--- src/rtl/sense_change_logger.sv ---
// Sense-vector change logger: samples a WIDTH-bit vector, records each change
// as {mask, value, timestamp} in a show-ahead FIFO drained by valid/ready.
module sense_change_logger #(
   parameter int WIDTH = 11,
   parameter int DEPTH = 4,
   parameter int TS_W  = 8
) (
   input  logic                       clk,
   input  logic                       rst,
   input  logic                       sample_en,
   input  logic [WIDTH-1:0]           sense_in,
   output logic                       ev_valid,
   input  logic                       ev_ready,
   output logic [WIDTH-1:0]           ev_mask,
   output logic [WIDTH-1:0]           ev_value,
   output logic [TS_W-1:0]            ev_time,
   output logic [$clog2(DEPTH):0]     ev_count,
   output logic                       overflow,
   output logic [7:0]                 drop_cnt
);
   localparam int AW = $clog2(DEPTH);
   localparam int CW = AW + 1;

   logic [TS_W-1:0]  ts;
   logic [WIDTH-1:0] prev;
   logic             primed;
   logic [AW-1:0]    wr_ptr;
   logic [AW-1:0]    rd_ptr;
   logic [CW-1:0]    count;

   logic [WIDTH-1:0] mask_mem  [DEPTH];
   logic [WIDTH-1:0] value_mem [DEPTH];
   logic [TS_W-1:0]  time_mem  [DEPTH];

   logic push, pop, full, accept, drop;

   assign push   = primed & sample_en & (sense_in != prev);
   assign pop    = (count != '0) & ev_ready;
   assign full   = (count == CW'(DEPTH));
   // A full FIFO still takes a push when the head leaves in the same cycle.
   assign accept = push & (~full | pop);
   assign drop   = push & full & ~pop;

   always_ff @(posedge clk or posedge rst) begin
      if (rst) begin
         ts       <= '0;
         prev     <= '0;
         primed   <= 1'b0;
         wr_ptr   <= '0;
         rd_ptr   <= '0;
         count    <= '0;
         overflow <= 1'b0;
         drop_cnt <= '0;
      end else begin
         ts <= ts + TS_W'(1);
         if (sample_en) begin
            prev   <= sense_in;
            primed <= 1'b1;
         end
         if (accept) wr_ptr <= wr_ptr + AW'(1);
         if (pop)    rd_ptr <= rd_ptr + AW'(1);
         case ({accept, pop})
            2'b10:   count <= count + CW'(1);
            2'b01:   count <= count - CW'(1);
            default: count <= count;
         endcase
         if (drop) begin
            overflow <= 1'b1;
            if (drop_cnt != 8'hFF) drop_cnt <= drop_cnt + 8'd1;
         end
      end
   end

   // Storage carries no reset; empty-state outputs are forced to zero below.
   always_ff @(posedge clk) begin
      if (accept) begin
         mask_mem[wr_ptr]  <= sense_in ^ prev;
         value_mem[wr_ptr] <= sense_in;
         time_mem[wr_ptr]  <= ts;
      end
   end

   assign ev_valid = (count != '0);
   assign ev_count = count;
   assign ev_mask  = ev_valid ? mask_mem[rd_ptr]  : '0;
   assign ev_value = ev_valid ? value_mem[rd_ptr] : '0;
   assign ev_time  = ev_valid ? time_mem[rd_ptr]  : '0;

endmodule

--- config.mk ---
export PLATFORM = sky130hd
export DESIGN_NAME = sense_change_logger
export DESIGN_NICKNAME = d
export VERILOG_FILES = /design/src/rtl/sense_change_logger.sv
export SDC_FILE = /design/constraint.sdc
export NUM_CORES = 1
export LEC_CHECK = 0
export ABC_CLOCK_PERIOD_IN_PS = 5100
export CAP_MARGIN = 15
export CORE_MARGIN = 2
export CORE_UTILIZATION = 61
export CTS_CLUSTER_DIAMETER = 50
export DETAILED_ROUTE_END_ITERATION = 8
export GPL_ROUTABILITY_DRIVEN = 0
export PLACE_DENSITY = 0.95
export SLEW_MARGIN = 20
export SYNTH_ARGS = -nofsm -noshare
export SYNTH_HDL_FRONTEND = slang
export SYNTH_SLANG_ARGS = --single-unit
--- constraint.sdc ---
create_clock -name clk -period 5.1 [get_ports clk]
set_input_delay 1.53 -clock clk [delete_from_list [all_inputs] [get_ports clk]]
set_output_delay 1.53 -clock clk [all_outputs]
set_load 0.02 [all_outputs]
==> impl_metrics.yaml <==
clock_network:
  clkLatencyLatePin_ns: 0.52
  ctsHoldBuffers: 0
  cts_resized: 0
  clk_path_buf_depth: 2
  cts_buffers: 17
  clk_pin_slew_ns: 0.07
  cts_sinks: 156
  htreeDepth: 4
  cts_root_buf: "clkbuf_8"
  cts_setup_buffers: 0
  cts_tree: "yes"
floorplanning:
  ioPinCount: 58
  start_util: 0.620
  die_w_um: 105
  die-area_um2: 11100
  die_h_um: 105
  core_um2: 10100
  num_rows: 37
detailed_routing:
  ant_nets: 0
  viasPerCell: 5.78
  drt_iter0_markers: 173
  wire_per_inst_um: 21.0
  drcViolationCount: 0
  vias: 3185
  wl_mm: 11.5
  firstDrtPassIters: 4
global_routing:
  grt_overflow: 0
  first_global_vias: 3516
  grt_pass1_wl_mm: 18.7
  antenna_found_initial: 0
  grt_usage: 0.231
  grt_max_degree: 34
place:
  io_buffers: 57
  hpwl_mm: 6.98
cells_and_area:
  n_fill_cell: 542
  nets: 424
  diodes: 0
  drive_gt1_frac: 0.193
  area_growth_pct: 21.0
sta:
  drv_slew: 0
  skew_ns: 0.00975
  max_freq_mhz: 226
  hold_viol: 0
  max_slew_margin: 0.367
  tightest_slew_ns: 0.949
  setup-violations-final: 0
  finalCriticalPeriod_ns: 4.43
  setup_tns_ns: 0
  rsz0062_at_grt: "false"
  finalCritPeriodShare: 0.869
synth:
  yosysWarnings: 0
  yosysTopAreaCell: "edfxtp_1"
  syn_nets: 352
  yosysMostFrequentCell: "edfxtp_1"
  postSynthCellCount: 330
  netlist_area_um2: 6280
  seq_area_frac_synth: 0.717
  async_reset_ff_frac: 0.231
  synthTopCellsByArea: "edfxtp_1 57%, dfrtp_1 14%, mux4_2 11%, and2_1 3.2%, xnor2_1 2.0%"
  ys_types: 36
  ys.flop_type: "edfxtp_1"
  yosys-top-cells-count: "120 x edfxtp_1, 36 x dfrtp_1, 32 x and2_1"
  synth-seq-cells: 156
  avgSynthCellArea_um2: 19.0
  synth_top_cell_area_share: 0.574
  synth_edf_count: 120
pwr:
  p_leak_nw: 2.71
  ir_drop_uv: 345
  pwr_density_cell_nw_per_um2: 597
  totalPowerFinal_mw: 4.54
critical_path:
  arrival_ns: 2.90
  crit_fanout: 18
  r2r-end: "ev_count[2]"
  rr_worst_depth: 6
  end_kind: "output port"
  startpoint_type: "flip-flop"
  critPathKind: "flip-flop to output port"
  worstPathRequired_ns: 3.57
  r2r_slack_ns: 2.26
  timing.rr.start: "ev_count[2]"
min_path:
  hp-class: "flip-flop to flip-flop"
  min_to: "overflow"
  hold_depth: 1
  holdCritStartpoint: "overflow"
run_status:
  outcome: "finished clean"
job:
  max_cap_viol_count: 0
[power breakdown]
group / internal (mW) / total (mW) / switching, mW
Sequential: 1.64 / 1.79 / 0.152
Combinational: 0.802 / 1.59 / 0.785
Clock: 0.653 / 1.16 / 0.509
Total: 3.09 / 4.54 / 1.45
[through the flow]
stage | hold WS, ns | cells | util | setup WS [ns] | instance area [um2]
2_1_floorplan | 0.432 | 330 | - | 1.46 | 6280
4_1_cts | 0.475 | 551 | 0.750 | 0.592 | 7600
6_report | 0.468 | 551 | 0.750 | 0.669 | 7600
3_5_place_dp | 0.459 | 519 | 0.695 | 0.596 | 7050
3_3_place_gp | 0.453 | 519 | 0.695 | 0.729 | 7050
5_1_grt | 0.499 | 551 | 0.750 | 0.516 | 7600
[cells in the final DEF (no fill, tap or decap), types with 3 or more instances in the layout]
cell,count
and2_1,32
and3_1,9
buf_4,8
clkbuf_16,16
clkdlybuf4s50_1,57
clkinvlp_4,5
dfrtp_1,35
edfxtp_1,120
ha_1,6
inv_1,4
inv_6,5
mux2_1,10
mux4_2,30
nand2_1,6
nand3_1,8
nand4_1,3
xnor2_1,14
xor2_1,14
[kinds of logic (layout without fill, tap and decap cells)]
group | Yosys count | count (layout) | synth area share
mux | 44 | 44 | 0.133
xor+xnor | 28 | 28 | 0.0390
flops | 156 | 156 | 0.717
simple gates | 72 | 72 | 0.0731
fa+ha+maj | 7 | 7 | 0.0151
buf+inv | 17 | 102 | 0.0112
compound gates | 6 | 6 | 0.0116
[registers in the layout, indices dropped and copies added, names as in the netlist, 2 cells and up]
signal and cells:
mask_mem 44, drop_cnt 8, time_mem 32, prev 11
wr_ptr 2, rd_ptr 2, ev_count 3, ts 8
value_mem 44
[metal layers]
layer,up-vias,global-route usage,share of wire
met3,24,0.0600,0.049
met2,110,0.393,0.53
met1,1638,0.287,0.40
li1,1413,-,-
met5,-,0,0
met4,0,0.0857,0.021
[critical path: stages, from the launching register on]
cell	delay (ns)
dfrtp_2	0.75
buf_4	0.34
mux4_2	0.54
and2_1	0.20
clkdlybuf4s50_1	0.54
[cell type report]
class                           instances  area [um2]  area share
Clock inverter                         15         138      0.0181
Inverter                                4        15.0     0.00197
Tap cell                              136         170      0.0224
Multi-Input combinational cell        157        1710       0.225
Timing Repair Buffer                   66         651      0.0856
Sequential cell                       156        4510       0.593
Clock buffer                           17         414      0.0545
[worst max path at each step]
stage	from	to	slack (ns)	cells after the start
floorplan	sense_in[10]	mask_mem[0][0]	1.46	5
global placement	sense_in[10]	ev_count[2]	0.73	8
detailed placement	sense_in[8]	ev_count[2]	0.60	8
CTS	rd_ptr[0]	ev_time[5]	0.59	4
global route	rd_ptr[0]	ev_time[5]	0.52	4
finish	rd_ptr[0]	ev_time[5]	0.67	4
(Power assumes the default switching activity.)
